[src/rtl/pipe_hazard_ctrl_pkg.sv]
// -----------------------------------------------------------------------------
// pipe_hazard_ctrl_pkg
//   Shared types and constants for the pipeline stall/flush sequencer.
//   - ctrl_state_e : controller FSM encoding (visible on the ctrl_state port)
//   - REG_W        : register-specifier width
//   - REG_ZERO     : hard-wired zero register, never a hazard source
//   - reg_hit()    : one writer-vs-source comparison
// -----------------------------------------------------------------------------
package pipe_hazard_ctrl_pkg;

    localparam int REG_W = 5;
    localparam logic [REG_W-1:0] REG_ZERO = 5'd0;

    typedef enum logic [1:0] {
        CTRL_BOOT  = 2'd0,
        CTRL_RUN   = 2'd1,
        CTRL_STALL = 2'd2
    } ctrl_state_e;

    function automatic logic reg_hit(input logic             wreg,
                                     input logic [REG_W-1:0] rd,
                                     input logic [REG_W-1:0] src);
        return wreg && (rd == src);
    endfunction

endpackage

[src/rtl/pipe_hazard_ctrl_if.sv]
// -----------------------------------------------------------------------------
// pipe_hazard_ctrl_if
//   Bundle between the pipeline (ID/EX/MEM/WB stages) and the hazard controller.
//   Pipeline -> controller : id_rs, id_rt, id_use_rs, id_use_rt,
//                            ex_rd/ex_wreg, mem_rd/mem_wreg, wb_rd/wb_wreg,
//                            ctrl_branch
//   Controller -> pipeline : id_wpcir, ex_bubble, if_flush, ctrl_state,
//                            stall_cnt, flush_cnt, stall_err
//   master = pipeline side, slave = controller side.
//   CNT_W must match the controller's CNT_W.
// -----------------------------------------------------------------------------
interface pipe_hazard_ctrl_if
    import pipe_hazard_ctrl_pkg::*;
#(
    parameter int CNT_W = 16
);
    logic [REG_W-1:0] id_rs;
    logic [REG_W-1:0] id_rt;
    logic             id_use_rs;
    logic             id_use_rt;
    logic [REG_W-1:0] ex_rd;
    logic             ex_wreg;
    logic [REG_W-1:0] mem_rd;
    logic             mem_wreg;
    logic [REG_W-1:0] wb_rd;
    logic             wb_wreg;
    logic             ctrl_branch;

    logic             id_wpcir;
    logic             ex_bubble;
    logic             if_flush;
    logic [1:0]       ctrl_state;
    logic [CNT_W-1:0] stall_cnt;
    logic [CNT_W-1:0] flush_cnt;
    logic             stall_err;

    modport master (
        output id_rs, id_rt, id_use_rs, id_use_rt,
               ex_rd, ex_wreg, mem_rd, mem_wreg, wb_rd, wb_wreg, ctrl_branch,
        input  id_wpcir, ex_bubble, if_flush, ctrl_state,
               stall_cnt, flush_cnt, stall_err
    );

    modport slave (
        input  id_rs, id_rt, id_use_rs, id_use_rt,
               ex_rd, ex_wreg, mem_rd, mem_wreg, wb_rd, wb_wreg, ctrl_branch,
        output id_wpcir, ex_bubble, if_flush, ctrl_state,
               stall_cnt, flush_cnt, stall_err
    );

endinterface

[src/rtl/pipe_hazard_ctrl_hazard_cmp.sv]
// -----------------------------------------------------------------------------
// pipe_hazard_ctrl_hazard_cmp
//   RAW check for one ID source operand against the in-flight destinations.
//   Ports:
//     use_src  in  source is actually read by the ID instruction
//     src      in  source register specifier
//     ex_*/mem_*/wb_*  in  destination register and write-enable per stage
//     hit      out source depends on an unwritten result
//   WB_HAZARD=1 when the regfile is not write-first, so a WB writer still
//   hides its value from ID in the same cycle.
// -----------------------------------------------------------------------------
module pipe_hazard_ctrl_hazard_cmp
    import pipe_hazard_ctrl_pkg::*;
#(
    parameter bit WB_HAZARD = 1'b0
) (
    input  logic             use_src,
    input  logic [REG_W-1:0] src,
    input  logic [REG_W-1:0] ex_rd,
    input  logic             ex_wreg,
    input  logic [REG_W-1:0] mem_rd,
    input  logic             mem_wreg,
    input  logic [REG_W-1:0] wb_rd,
    input  logic             wb_wreg,
    output logic             hit
);

    logic wb_hit;

    assign wb_hit = WB_HAZARD && reg_hit(wb_wreg, wb_rd, src);

    assign hit = use_src && (src != REG_ZERO) &&
                 (reg_hit(ex_wreg, ex_rd, src) ||
                  reg_hit(mem_wreg, mem_rd, src) ||
                  wb_hit);

endmodule

[src/rtl/pipe_hazard_ctrl.sv]
// -----------------------------------------------------------------------------
// pipe_hazard_ctrl
//   Stall/flush sequencer for a 5-stage pipeline without forwarding.
//   Ports:
//     clk   in   pipeline clock, all state on the rising edge
//     rst   in   asynchronous active-low reset
//     hz    slave side of pipe_hazard_ctrl_if (sources, destinations, branch
//           in; id_wpcir, ex_bubble, if_flush, ctrl_state, stall_cnt,
//           flush_cnt, stall_err out)
//   Parameters:
//     CNT_W      width of the saturating stall/flush statistics
//     MAX_STALL  longest legal run of consecutive stall cycles
//     WB_HAZARD  1 = WB destination also hazards
//
//   state | meaning
//   ------+-----------------------------------------------------------------
//   BOOT  | first cycle after reset, imem read settling; PC held, ID/EX bubbled
//   RUN   | normal issue; previous cycle had no hazard
//   STALL | previous cycle was stalled on a hazard
//
//   id_wpcir/ex_bubble/if_flush are combinational off the current hazard so
//   the pipeline sees them before the same edge they act on.
// -----------------------------------------------------------------------------
module pipe_hazard_ctrl
    import pipe_hazard_ctrl_pkg::*;
#(
    parameter int CNT_W     = 16,
    parameter int MAX_STALL = 3,
    parameter int WB_HAZARD = 0
) (
    input  logic               clk,
    input  logic               rst,
    pipe_hazard_ctrl_if.slave  hz
);

    // run_len saturates one past MAX_STALL, enough to see the overrun.
    localparam int RUN_W = $clog2(MAX_STALL + 2);
    localparam logic [RUN_W-1:0] RUN_MAX   = RUN_W'(MAX_STALL + 1);
    localparam logic [RUN_W-1:0] RUN_LIMIT = RUN_W'(MAX_STALL);

    ctrl_state_e      state;
    logic [RUN_W-1:0] run_len;
    logic [RUN_W-1:0] run_next;
    logic [CNT_W-1:0] stall_cnt;
    logic [CNT_W-1:0] flush_cnt;
    logic             stall_err;
    logic             hit_rs;
    logic             hit_rt;
    logic             hazard;
    logic             booting;
    logic             id_wpcir;
    logic             ex_bubble;
    logic             if_flush;

    pipe_hazard_ctrl_hazard_cmp #(.WB_HAZARD(WB_HAZARD != 0)) u_cmp_rs (
        .use_src  (hz.id_use_rs),
        .src      (hz.id_rs),
        .ex_rd    (hz.ex_rd),
        .ex_wreg  (hz.ex_wreg),
        .mem_rd   (hz.mem_rd),
        .mem_wreg (hz.mem_wreg),
        .wb_rd    (hz.wb_rd),
        .wb_wreg  (hz.wb_wreg),
        .hit      (hit_rs)
    );

    pipe_hazard_ctrl_hazard_cmp #(.WB_HAZARD(WB_HAZARD != 0)) u_cmp_rt (
        .use_src  (hz.id_use_rt),
        .src      (hz.id_rt),
        .ex_rd    (hz.ex_rd),
        .ex_wreg  (hz.ex_wreg),
        .mem_rd   (hz.mem_rd),
        .mem_wreg (hz.mem_wreg),
        .wb_rd    (hz.wb_rd),
        .wb_wreg  (hz.wb_wreg),
        .hit      (hit_rt)
    );

    assign hazard   = hit_rs || hit_rt;
    assign booting  = (state == CTRL_BOOT);
    assign run_next = (run_len == RUN_MAX) ? RUN_MAX : run_len + 1'b1;

    // A branch resolved while stalling used stale operands, so hazard wins.
    always_comb begin
        id_wpcir  = 1'b1;
        ex_bubble = 1'b1;
        if_flush  = 1'b0;
        if (!booting) begin
            id_wpcir  = hazard;
            ex_bubble = hazard;
            if_flush  = hz.ctrl_branch && !hazard;
        end
    end

    always_ff @(posedge clk or negedge rst) begin
        if (!rst) begin
            state     <= CTRL_BOOT;
            run_len   <= '0;
            stall_cnt <= '0;
            flush_cnt <= '0;
            stall_err <= 1'b0;
        end else begin
            if (booting) begin
                state   <= CTRL_RUN;
                run_len <= '0;
            end else begin
                state <= hazard ? CTRL_STALL : CTRL_RUN;
                if (hazard) begin
                    run_len <= run_next;
                    if (run_next > RUN_LIMIT)
                        stall_err <= 1'b1;
                    if (stall_cnt != '1)
                        stall_cnt <= stall_cnt + 1'b1;
                end else begin
                    run_len <= '0;
                end
                if (if_flush && (flush_cnt != '1))
                    flush_cnt <= flush_cnt + 1'b1;
            end
        end
    end

    assign hz.id_wpcir   = id_wpcir;
    assign hz.ex_bubble  = ex_bubble;
    assign hz.if_flush   = if_flush;
    assign hz.ctrl_state = state;
    assign hz.stall_cnt  = stall_cnt;
    assign hz.flush_cnt  = flush_cnt;
    assign hz.stall_err  = stall_err;

endmodule
[src/flat_wrapper.sv]
// flat-port wrapper written by rule: the top's interface ports become plain ports
module pipe_hazard_ctrl_flat import pipe_hazard_ctrl_pkg::*;
#(
    parameter int CNT_W     = 16,
    parameter int MAX_STALL = 3,
    parameter int WB_HAZARD = 0
)
  (clk, rst, hz_id_rs, hz_id_rt, hz_id_use_rs, hz_id_use_rt, hz_ex_rd, hz_ex_wreg, hz_mem_rd, hz_mem_wreg, hz_wb_rd, hz_wb_wreg, hz_ctrl_branch, hz_id_wpcir, hz_ex_bubble, hz_if_flush, hz_ctrl_state, hz_stall_cnt, hz_flush_cnt, hz_stall_err);
  pipe_hazard_ctrl_if #(.CNT_W(CNT_W)) hz_i ();
  input  logic clk;
  input  logic rst;
  input wire logic [$bits(hz_i.id_rs)-1:0] hz_id_rs;
  input wire logic [$bits(hz_i.id_rt)-1:0] hz_id_rt;
  input wire logic [$bits(hz_i.id_use_rs)-1:0] hz_id_use_rs;
  input wire logic [$bits(hz_i.id_use_rt)-1:0] hz_id_use_rt;
  input wire logic [$bits(hz_i.ex_rd)-1:0] hz_ex_rd;
  input wire logic [$bits(hz_i.ex_wreg)-1:0] hz_ex_wreg;
  input wire logic [$bits(hz_i.mem_rd)-1:0] hz_mem_rd;
  input wire logic [$bits(hz_i.mem_wreg)-1:0] hz_mem_wreg;
  input wire logic [$bits(hz_i.wb_rd)-1:0] hz_wb_rd;
  input wire logic [$bits(hz_i.wb_wreg)-1:0] hz_wb_wreg;
  input wire logic [$bits(hz_i.ctrl_branch)-1:0] hz_ctrl_branch;
  output wire logic [$bits(hz_i.id_wpcir)-1:0] hz_id_wpcir;
  output wire logic [$bits(hz_i.ex_bubble)-1:0] hz_ex_bubble;
  output wire logic [$bits(hz_i.if_flush)-1:0] hz_if_flush;
  output wire logic [$bits(hz_i.ctrl_state)-1:0] hz_ctrl_state;
  output wire logic [$bits(hz_i.stall_cnt)-1:0] hz_stall_cnt;
  output wire logic [$bits(hz_i.flush_cnt)-1:0] hz_flush_cnt;
  output wire logic [$bits(hz_i.stall_err)-1:0] hz_stall_err;
  assign hz_i.id_rs = hz_id_rs;
  assign hz_i.id_rt = hz_id_rt;
  assign hz_i.id_use_rs = hz_id_use_rs;
  assign hz_i.id_use_rt = hz_id_use_rt;
  assign hz_i.ex_rd = hz_ex_rd;
  assign hz_i.ex_wreg = hz_ex_wreg;
  assign hz_i.mem_rd = hz_mem_rd;
  assign hz_i.mem_wreg = hz_mem_wreg;
  assign hz_i.wb_rd = hz_wb_rd;
  assign hz_i.wb_wreg = hz_wb_wreg;
  assign hz_i.ctrl_branch = hz_ctrl_branch;
  assign hz_id_wpcir = hz_i.id_wpcir;
  assign hz_ex_bubble = hz_i.ex_bubble;
  assign hz_if_flush = hz_i.if_flush;
  assign hz_ctrl_state = hz_i.ctrl_state;
  assign hz_stall_cnt = hz_i.stall_cnt;
  assign hz_flush_cnt = hz_i.flush_cnt;
  assign hz_stall_err = hz_i.stall_err;
  pipe_hazard_ctrl #(.CNT_W(CNT_W), .MAX_STALL(MAX_STALL), .WB_HAZARD(WB_HAZARD)) u_core (.clk(clk), .rst(rst), .hz(hz_i));
endmodule
[config.mk]
export PLATFORM = sky130hd
export DESIGN_NAME = pipe_hazard_ctrl_flat
export DESIGN_NICKNAME = d
export VERILOG_FILES = /design/src/rtl/pipe_hazard_ctrl_pkg.sv /design/src/rtl/pipe_hazard_ctrl_if.sv /design/src/rtl/pipe_hazard_ctrl_hazard_cmp.sv /design/src/rtl/pipe_hazard_ctrl.sv /design/src/flat_wrapper.sv
export SDC_FILE = /design/constraint.sdc
export NUM_CORES = 1
export LEC_CHECK = 0
export ABC_CLOCK_PERIOD_IN_PS = 3400
export CORE_MARGIN = 2
export CORE_UTILIZATION = 45
export CTS_BUF_LIST = sky130_fd_sc_hd__clkbuf_8
export DETAILED_ROUTE_END_ITERATION = 6
export GPL_ROUTABILITY_DRIVEN = 0
export PLACE_DENSITY_LB_ADDON = 0.12
export SLEW_MARGIN = 20
export SYNTH_ARGS = -nofsm -noshare
export SYNTH_HDL_FRONTEND = slang
export SYNTH_HIERARCHICAL = 1
export SYNTH_SLANG_ARGS = --single-unit
[constraint.sdc]
create_clock -name clk -period 3.4 [get_ports clk]
set_input_delay 0.68 -clock clk [delete_from_list [all_inputs] [get_ports clk]]
set_output_delay 0.68 -clock clk [all_outputs]
set_load 0.005 [all_outputs]
==> key figures, run 1 <==
Worst hold path
  • Worst Hold Class: flip-flop to flip-flop
  • Hold path start: u_core/hz.stall_err$_DFFE_PN0P_
  • Hold Crit Depth: 1

Clock tree
  • Clk_lat worst skew: 0.29 ns
  • Htree depth: 2
  • Max Root-Sink Buffers: 2
  • TritonCTS Buffers: 5
  • Clk slew on worst S/H paths: 0.07 ns
  • CTS tree: built
  • Sink Count: 38
  • Root buf cell: clkbuf_8

Layout
  • Share of cells above drive strength 1: 13.19%
  • Multi-input logic area: 1192 um2
  • P&R area growth vs syn: 41.34%
  • Non-filler instance count after layout: 342
  • Fillcell total: 388
  • Ant. Diodes: 0
  • Final net count: 326
  • Sequential standard cell area: 950.9 um2

Power
  • P_leak: 1.374 nW
  • Worst vdd ir: 241.6 uV
  • PwrDens: 394.9 nW/um2

STA
  • Final Critical Period: 3.302 ns
  • Max-slew headroom: 43.69%
  • Worst-margin pin slew: 0.8447 ns
  • Clock Skew: 0.006021 ns
  • Final Setup Violations: 0
  • Period utilisation layout: 97.11%
  • Hold Violations, Final: 0
  • Max Slew Vio Count: 0
  • Maximum clock frequency: 302.9 MHz
  • Hold_ws: 0.4735 ns
  • Unrepaired setup endpoints after global routing: yes
  • Final worst setup slack: 0.09840 ns

Synth
  • Synthesis Warnings: 6
  • Synth Area per Inst: 10.29 um2
  • Post-synth EDFFs: 0
  • Synth cell types: 47
  • Cells after Synth: 210
  • Synth top area share: 44.01%
  • Cell taking the most area after synthesis: dfrtp_1
  • Post-synth top flop: dfrtp_1
  • Post-synth ARST share: 100.0%
  • Register area share after synthesis: 44.01%
  • Net Count, Synth: 248
  • Flops & latches, synth: 38
  • Post-Syn Area: 2161 um2
  • Synth area leaders: dfrtp_1 (44%), xor2_1 (12%), xnor2_1 (5.7%), nand3_1 (3.7%), ha_1 (2.9%)

Setup path
  • Critical Path End: hz_if_flush
  • WP data arrival: 2.62 ns
  • CP Launch Type: input pin
  • CP Max Fanout: 3
  • Reg-to-reg critical path startpoint: u_core/hz.stall_cnt[13]$_DFFE_PN0P_
  • R2R Path End: u_core/hz.stall_cnt[1]$_DFFE_PN0P_
  • Crit path capture type: output port
  • Worst Path Required: 2.72 ns
  • Worst Setup SP: hz_id_rt[3]
  • Reg2reg path depth: 4
  • Crit path kind: input pin to output port
  • Reg2Reg Setup Slack: 1.34 ns

GRT
  • Largest net degree at the start of global routing: 39
  • First-pass GRT wire length: 8604 um
  • Initial antenna violation count: 0
  • Overflow after GRT: 0
  • Global Route Usage Sum: 20.69%
  • Vias in the first global route: 1793

Placement
  • Placed cell count: 334
  • Post-place setup slack: -0.1215 ns
  • Port Buffers: 64
  • Final HPWL DP: 3784 um

Routing
  • 1st-iter DRT viols: 72
  • DR vias: 1846
  • WL final: 5142 um
  • Pre-Repair DR Iteration Count: 4
  • Post-detailed-route count of antenna-violating nets: 0
  • Residual DRC count: 0
  • Avg Vias per Cell: 5.398
  • Average wire per standard cell: 15.04 um

Floorplanning
  • Chip width: 73.30 um
  • Initial Util: 46.36%
  • Die Y: 73.30 um
  • Area of the die: 5372 um2
  • Core area: 4661 um2
  • # rows: 25
  • IO Pins: 71

Status
  • Status: finished clean

Flow run
  • Max-cap viol count: 0
## layer usage
layer,up-vias,track usage (%),share of wire [%]
met1,879,27.33,45
met4,0,4.848,0.72
li1,917,-,-
met2,45,34.93,50
met3,5,4.390,4.3
met5,-,0,0
## power breakdown
group	switching (W)	internal, W
Clock	0.000157	0.000138
Combinational	0.000123	0.000197
Sequential	0.0000815	0.000509
## synth_stat cells (3+ instances only)
library cell,n
dfrtp_1,38
xor2_1,30
nand3_1,16
xnor2_1,14
nand2_1,10
nor2_1,10
nor3_1,10
inv_1,7
nand4_1,7
nor4_1,7
a21oi_1,5
and3_1,5
ha_1,5
a211oi_1,3
## worst max-delay path, cell delays in order
cell and delay, ns:
clkdlybuf4s50_1 0.47, or4_1 0.43, o21ai_2 0.15, a21oi_2 0.06
nor2_2 0.17, nand3_2 0.10, inv_1 0.07, clkdlybuf4s50_1 0.49
## per-stage QoR
step | setup TNS (ns) | area [um2] | util (%) | total power (W)
3_5_place_dp | -0.3614 | 2919 | 62.63 | 0.0009148
2_1_floorplan | 0 | 2161 | - | 0.0007053
4_1_cts | 0 | 3004 | 64.46 | 0.001214
6_report | 0 | 3054 | 65.53 | 0.001206
5_1_grt | 0 | 3054 | 65.53 | 0.001287
3_3_place_gp | -0.1670 | 2919 | 62.63 | 0.0009045
## worst min-delay path by stage
stage,endpoint,slack (ns)
2_1_floorplan,u_core/hz.ctrl_state[0]$_DFF_PN0_,0.38
3_3_place_gp,u_core/hz.stall_err$_DFFE_PN0P_,0.45
3_5_place_dp,u_core/hz.stall_err$_DFFE_PN0P_,0.46
4_1_cts,u_core/hz.stall_err$_DFFE_PN0P_,0.47
5_1_grt,u_core/hz.stall_err$_DFFE_PN0P_,0.51
6_report,u_core/hz.stall_err$_DFFE_PN0P_,0.47
## registers in the layout, indices dropped and copies added (netlist names)
| register | flops |
|---|---|
| u_core/hz.ctrl_state | 2 |
| u_core/hz.flush_cnt | 16 |
| u_core/hz.stall_cnt | 16 |
| u_core/hz.stall_err | 1 |
| u_core/run_len | 3 |
## area by class of cell
cell class | instances | area share [%]
multi-input combinational | 159 | 39.04
sequential | 38 | 31.13
timing repair buffer | 76 | 24.01
clock buffer | 5 | 2.253
tap | 54 | 2.212
inverter | 8 | 0.9832
clock inverter | 2 | 0.3687
## repair_timing
action                     CTS  global route
pin swaps                    3            10
hold endpoints to repair     0             0
gates resized for setup      7            11
setup buffers                0             1
hold buffers                 0             0
setup endpoints to repair    3             4
## kinds of logic (layout without fill, tap and decap cells)
group	Yosys count	after routing	synth area share, %
AND/OR/NAND/NOR	82	82	22.29
buffers and inverters	13	91	2.663
XOR/XNOR	44	44	17.83
AO/OA/AOI/OAI	25	25	8.743
flip-flops	38	38	44.01
multiplexers	3	3	1.563
adder cells (fa/ha/maj)	5	5	2.895
## layout by cell type (no fill, tap or decap), types with 7 or more instances in the layout
master           synthesis  routed
nand4_1                  7       7
xor2_1                  30      30
nor3_1                  10      10
inv_1                    7       8
clkdlybuf4s50_1          0      54
nor2_1                  10       9
nand3_1                 16      15
xnor2_1                 14      14
dfrtp_1                 38      38
buf_4                    2      12
nand2_1                 10      10
(Power assumes the default switching activity.)
==> run 2: changes to the inputs <==
Settings changed: ABC_CLOCK_PERIOD_IN_PS 3400 to 3600.
Clock period 3.4 ns to 3.6 ns, I/O delays scaled along.
==> key figures, run 2 (synthesis results as in run 1) <==
Setup path
  • CP bufs+invs: 4 (was 3)
  • Crit path capture type: output port (unchanged)
  • CP Cell Sequence: clkdlybuf4s50_1 -> buf_4 -> xor2_1 -> nor4_1 -> nand3_1 -> a21oi_2 -> nor2_2 -> buf_4 -> nand2_1 -> clkdlybuf4s50_1 (was clkdlybuf4s50_1 -> or4_1 -> o21ai_2 -> a21oi_2 -> nor2_2 -> nand3_2 -> inv_1 -> clkdlybuf4s50_1)
  • Reg-to-reg critical path startpoint: u_core/hz.stall_cnt[13]$_DFFE_PN0P_ (unchanged)
  • WP data arrival: 2.82 ns (was 2.62 ns)
  • Max incr delay on CP: 0.50 ns (was 0.49 ns)
  • Critical Path End: hz_id_wpcir (was hz_if_flush)
  • Crit path kind: input pin to output port (unchanged)
  • Worst Setup SP: hz_id_rt[4] (was hz_id_rt[3])
  • Reg2reg path depth: 4 (unchanged)
  • Crit-path slowest cell: clkdlybuf4s50_1 (unchanged)
  • Crit path depth: 10 (was 8)
  • CP Launch Type: input pin (unchanged)
  • Largest delay share family, worst path: buffers and inverters (unchanged)
  • Reg2Reg Setup Slack: 1.54 ns (was 1.34 ns)
  • CP Max Fanout: 2 (was 3)
  • Worst Path Required: 2.88 ns (was 2.72 ns)
  • R2R Path End: u_core/hz.stall_cnt[1]$_DFFE_PN0P_ (unchanged)

Floorplanning
  • Core area: 4661 um2 (unchanged)
  • # rows: 25 (unchanged)
  • Die Y: 73.30 um (unchanged)
  • Area of the die: 5372 um2 (unchanged)
  • Chip width: 73.30 um (unchanged)
  • Initial Util: 46.36% (unchanged)
  • IO Pins: 71 (unchanged)

Layout
  • Finished Cell Area: 3007 um2 (was 3054 um2)
  • Ant. Diodes: 0 (unchanged)
  • Final core utilization: 64.51% (was 65.53%)
  • Share of cells above drive strength 1: 11.93% (was 13.19%)
  • Registers with the most flip-flops: u_core/hz.flush_cnt: 16 flops, u_core/hz.stall_cnt: 16 flops, u_core/run_len: 3 flops (unchanged)
  • Sequential standard cell area: 950.9 um2 (unchanged)
  • Final net count: 323 (was 326)
  • Most frequent cells in the layout: clkdlybuf4s50_1 (62), dfrtp_1 (38), xor2_1 (30), nand3_1 (16), xnor2_1 (14) (was clkdlybuf4s50_1 (54), dfrtp_1 (38), xor2_1 (30), nand3_1 (15), xnor2_1 (14))
  • Fillcell total: 381 (was 388)
  • Commonest non-fill, non-tap cell in the layout: clkdlybuf4s50_1 (unchanged)
  • P&R area growth vs syn: 39.14% (was 41.34%)
  • Multi-input logic area: 1174 um2 (was 1192 um2)

GRT
  • Largest net degree at the start of global routing: 39 (unchanged)
  • First-pass GRT wire length: 8162 um (was 8604 um)
  • Vias in the first global route: 1807 (was 1793)
  • Overflow after GRT: 0 (unchanged)
  • Initial antenna violation count: 0 (unchanged)
  • Global Route Usage Sum: 19.34% (was 20.69%)

Clock tree
  • Clk slew on worst S/H paths: 0.07 ns (about the same)
  • TritonCTS Buffers: 5 (unchanged)
  • Htree depth: 2 (unchanged)
  • Sink Count: 38 (unchanged)
  • CTS tree: built (unchanged)
  • Clk_lat worst skew: 0.29 ns (about the same)
  • Post-CTS Hold Fix Bufs: 0 (unchanged)
  • Root buf cell: clkbuf_8 (unchanged)
  • Max Root-Sink Buffers: 2 (unchanged)

STA
  • Period utilisation layout: 98.41%
  • Final Setup Violations: 0 (unchanged)
  • Final Critical Period: 3.543 ns
  • Clock Skew: 0.009720 ns (was 0.006021 ns)
  • Max-slew headroom: 44.57% (was 43.69%)
  • Maximum clock frequency: 282.3 MHz
  • Max Slew Vio Count: 0 (unchanged)
  • Hold Violations, Final: 0 (unchanged)
  • Worst-margin pin slew: 0.8314 ns (was 0.8447 ns)

Power
  • P_leak: 1.298 nW (was 1.374 nW)
  • Worst vdd ir: 268.2 uV (was 241.6 uV)
  • PwrDens: 375.5 nW/um2 (was 394.9 nW/um2)

Routing
  • WL final: 5005 um (was 5142 um)
  • Pre-Repair DR Iteration Count: 4 (unchanged)
  • Avg Vias per Cell: 5.463 (was 5.398)
  • Average wire per standard cell: 14.76 um (was 15.04 um)
  • Post-detailed-route count of antenna-violating nets: 0 (unchanged)
  • 1st-iter DRT viols: 65 (was 72)
  • DR vias: 1852 (was 1846)
  • Residual DRC count: 0 (unchanged)

Status
  • Status: finished clean (unchanged)

Placement
  • Port Buffers: 64 (unchanged)
  • Final HPWL DP: 3727 um (was 3784 um)
  • Placed cell areas: 2889 um2 (was 2919 um2)

Worst hold path
  • Worst Hold Class: flip-flop to flip-flop (unchanged)

Flow run
  • Max-cap viol count: 0 (unchanged)
## run 2: cell count changes in the layout (fill, tap and decap cells not counted)
cell / before / now
clkdlybuf4s50_1: 54 / 62
dlygate4sd2_1: 4 / 0
dlymetal6s2s_1: 5 / 1
buf_4: 12 / 9
clkinv_2: 0 / 2
clkinvlp_4: 1 / 0
inv_1: 8 / 7
nand3_1: 15 / 16
nand3_2: 1 / 0
nor4_1: 6 / 7
nor4_2: 3 / 2
o21ai_2: 2 / 3
o21ai_4: 1 / 0
## run 2: metrics by stage
step | setup WS, ns | instances | setup TNS [ns] | hold WS (ns) | total power [W]
final | 0.05734 | 339 | 0 | 0.4737 | 0.001129
after global routing | -0.004227 | 339 | -0.005080 | 0.5139 | 0.001204
after CTS | 0.01014 | 338 | 0 | 0.4766 | 0.001142
after detailed placement | -0.01225 | 330 | -0.01225 | 0.4606 | 0.0008610
after global placement | 0.01805 | 330 | 0 | 0.4460 | 0.0008523
after floorplan | 0.9190 | 210 | 0 | 0.4244 | 0.0006661
## run 2: repair_timing
item / CTS / global route
buffers inserted: 1 / 1
pin swaps: 1 / 6
setup endpoints to repair: 1 / 3
gates resized for setup: 0 / 7
## run 2: power by group
part | switching [W] | total (W) | internal (W)
clock network | 0.000146 | 0.000276 | 0.000130
logic | 0.000111 | 0.000297 | 0.000186
registers | 0.0000753 | 0.000556 | 0.000481
## run 2: how the worst min path moves through the flow
stage	startpoint	endpoint	slack [ns]	cells past startpoint
global route	u_core/hz.flush_cnt[7]$_DFFE_PN0P_	u_core/hz.flush_cnt[7]$_DFFE_PN0P_	0.51	1
floorplan	rst	u_core/hz.ctrl_state[0]$_DFF_PN0_	0.42	0
finish	u_core/hz.stall_err$_DFFE_PN0P_	u_core/hz.stall_err$_DFFE_PN0P_	0.47	1
CTS	u_core/hz.stall_err$_DFFE_PN0P_	u_core/hz.stall_err$_DFFE_PN0P_	0.48	1
detailed placement	u_core/hz.stall_err$_DFFE_PN0P_	u_core/hz.stall_err$_DFFE_PN0P_	0.46	1
global placement	u_core/hz.stall_err$_DFFE_PN0P_	u_core/hz.stall_err$_DFFE_PN0P_	0.45	1
## run 2: per-layer routing
metal / global-route usage (%) / routed length (um) / vias to the layer above
li1: - / - / 912
met1: 25.15 / 2237 / 881
met2: 31.13 / 2464 / 53
met3: 5.487 / 243 / 6
met4: 6.465 / 60 / 0
met5: 0 / 0 / -
## run 2: area by class of cell
type,instances,area share (%)
flip-flops and latches,38,31.63
clock buffers,5,2.289
repair buffers,73,23.47
well taps,54,2.247
multi-input cells,159,39.03
clock inverters,2,0.3329
inverters,8,0.9988
==> run 3: changes to the inputs <==
Settings changed: ABC_CLOCK_PERIOD_IN_PS 3600 to 3150, CORE_UTILIZATION 45 to 43, SETUP_SLACK_MARGIN from default to 0.2.
Clock period 3.6 ns to 3.15 ns, I/O delays scaled along.
==> key figures, run 3 (synthesis results as in run 1) <==
STA
  • Total Neg Setup Slack: 0 ns (unchanged)
  • Hold Violations, Final: 0 (unchanged)
  • Max-slew headroom: 44.67% (was 44.57%)
  • Period utilisation layout: 89.51%
  • Final Setup Violations: 0 (unchanged)
  • Hold_ws: 0.4280 ns (was 0.4737 ns)
  • Maximum clock frequency: 354.7 MHz
  • Final Critical Period: 2.820 ns
  • Unrepaired setup endpoints after global routing: yes
  • Worst-margin pin slew: 0.8300 ns (was 0.8314 ns)
  • Clock Skew: 0.01008 ns (was 0.009720 ns)
  • Max Slew Vio Count: 0 (unchanged)

Layout
  • Final net count: 331 (was 323)
  • Most frequent cells in the layout: clkdlybuf4s50_1 (42), dfrtp_1 (38), xor2_1 (29), nand3_1 (15) (was clkdlybuf4s50_1 (62), dfrtp_1 (38), xor2_1 (30), nand3_1 (16), xnor2_1 (14))
  • Share of cells above drive strength 1: 19.73% (was 11.93%)
  • Fillcell total: 397 (was 381)
  • Commonest non-fill, non-tap cell in the layout: clkdlybuf4s50_1 (unchanged)
  • Multi-input logic area: 1222 um2 (was 1174 um2)
  • Finished Cell Area: 3152 um2 (was 3007 um2)
  • P&R area growth vs syn: 45.86% (was 39.14%)
  • Registers with the most flip-flops: u_core/hz.flush_cnt: 16 flops, u_core/hz.stall_cnt: 16 flops, u_core/run_len: 3 flops (unchanged)
  • Ant. Diodes: 0 (unchanged)
  • Sequential standard cell area: 950.9 um2 (unchanged)

Routing
  • Post-detailed-route count of antenna-violating nets: 0 (unchanged)
  • 1st-iter DRT viols: 44 (was 65)
  • DR vias: 1898 (was 1852)
  • Avg Vias per Cell: 5.258 (was 5.463)
  • Average wire per standard cell: 14.10 um (was 14.76 um)
  • WL final: 5090 um (was 5005 um)
  • Pre-Repair DR Iteration Count: 4 (unchanged)
  • Residual DRC count: 0 (unchanged)

Clock tree
  • Clk slew on worst S/H paths: 0.07 ns (about the same)
  • Htree depth: 2 (unchanged)
  • Sink Count: 38 (unchanged)
  • Clk_lat worst skew: 0.29 ns (about the same)
  • Root buf cell: clkbuf_8 (unchanged)
  • Max Root-Sink Buffers: 2 (unchanged)
  • Post-CTS Hold Fix Bufs: 0 (unchanged)
  • CTS tree: built (unchanged)
  • TritonCTS Buffers: 5 (unchanged)

Floorplanning
  • # rows: 25 (unchanged)
  • Die Y: 74.89 um (was 73.30 um)
  • Core area: 4786 um2 (was 4661 um2)
  • IO Pins: 71 (unchanged)
  • Initial Util: 45.15% (was 46.36%)
  • Area of the die: 5609 um2 (was 5372 um2)
  • Chip width: 74.89 um (was 73.30 um)

Setup path
  • CP Launch Type: input pin (unchanged)
  • Crit path capture type: flip-flop (was output port)
  • Worst Path Required: 3.37 ns (was 2.88 ns)
  • WP data arrival: 3.04 ns (was 2.82 ns)
  • Crit path kind: input pin to flip-flop (was input pin to output port)
  • Reg2reg path depth: 5 (was 4)
  • CP Max Fanout: 3 (was 2)

Status
  • Status: finished clean (unchanged)

Flow run
  • Max-cap viol count: 0 (unchanged)

GRT
  • Largest net degree at the start of global routing: 39 (unchanged)
  • Overflow after GRT: 0 (unchanged)
  • Vias in the first global route: 1808 (was 1807)
  • Global Route Usage Sum: 20.07% (was 19.34%)
  • First-pass GRT wire length: 8625 um (was 8162 um)
  • Initial antenna violation count: 0 (unchanged)

Placement
  • Final HPWL DP: 3752 um (was 3727 um)
  • Placed cell areas: 2958 um2 (was 2889 um2)
  • Port Buffers: 64 (unchanged)

Power
  • P_leak: 1.428 nW (was 1.298 nW)
  • PwrDens: 440.1 nW/um2 (was 375.5 nW/um2)
  • Worst vdd ir: 349.6 uV (was 268.2 uV)

Worst hold path
  • Worst Hold Class: input pin to async pin (was flip-flop to flip-flop)
-- run 3: final cells by class --
| class | instances | area share [%] |
|---|---|---|
| multi-input cells | 159 | 38.79 |
| flip-flops and latches | 38 | 30.17 |
| repair buffers | 81 | 24.06 |
| well taps | 67 | 2.660 |
| clock buffers | 5 | 2.183 |
| clock inverters | 3 | 1.191 |
| inverters | 8 | 0.9528 |
-- run 3: path summary, 6_finish.rpt --
path,to,start,slack (ns)
max,u_core/hz.stall_cnt[15]$_DFFE_PN0P_,hz_mem_rd[1],0.33
min,u_core/hz.flush_cnt[10]$_DFFE_PN0P_,rst,0.43
max reg2reg,u_core/hz.stall_cnt[10]$_DFFE_PN0P_,u_core/hz.stall_cnt[0]$_DFFE_PN0P_,1.03
min reg2reg,u_core/hz.stall_err$_DFFE_PN0P_,u_core/hz.stall_err$_DFFE_PN0P_,0.47
max in group asynchronous,u_core/run_len[0]$_DFF_PN0_,rst,2.18
min in group clk,u_core/hz.stall_err$_DFFE_PN0P_,u_core/hz.stall_err$_DFFE_PN0P_,0.47
-- run 3: worst max-delay path, cell delays in order --
cell and delay, ns:
clkdlybuf4s15_1 0.21, xor2_1 0.17, nor4_2 0.29, nand3_1 0.12, a21oi_2 0.17, buf_4 0.13, buf_4 0.09, o22a_1 0.16
inv_2 0.04, or4_4 0.57, a2111oi_4 0.30, xor2_1 0.17
-- run 3: power breakdown --
part	total (W)	internal, W	leakage (nW)	switching (W)
logic	0.000346	0.000210	0.867	0.000136
registers	0.000640	0.000549	0.500	0.0000904
clock network	0.000401	0.000231	0.0607	0.000171
total	0.00139	0.000990	1.43	0.000397
-- run 3: repair_timing --
item                                    in CTS  in global routing
buffers inserted                             3                  0
resized for setup                           26                 39
gates cloned                                 0                  0
endpoints found under the setup margin       6                  8
pin swaps                                   13                 15
-- run 3: stage by stage --
step / utilization [%] / power [W] / cells / setup slack [ns]
floorplan: - / 0.0007613 / 210 / 0.5590
global placement: 61.80 / 0.0009840 / 350 / -0.2203
detailed placement: 61.80 / 0.0009909 / 350 / -0.2498
CTS: 65.18 / 0.001397 / 361 / 0.2010
global route: 65.86 / 0.001462 / 361 / 0.1899
finish: 65.86 / 0.001387 / 361 / 0.3305
-- run 3: metal layers --
metal	up-vias	global-route usage [%]	wire length [um]
met4	0	5.357	53
met3	7	4.150	215
met2	46	32.36	2437
met5	-	0	0
met1	917	27.62	2384
li1	928	-	-
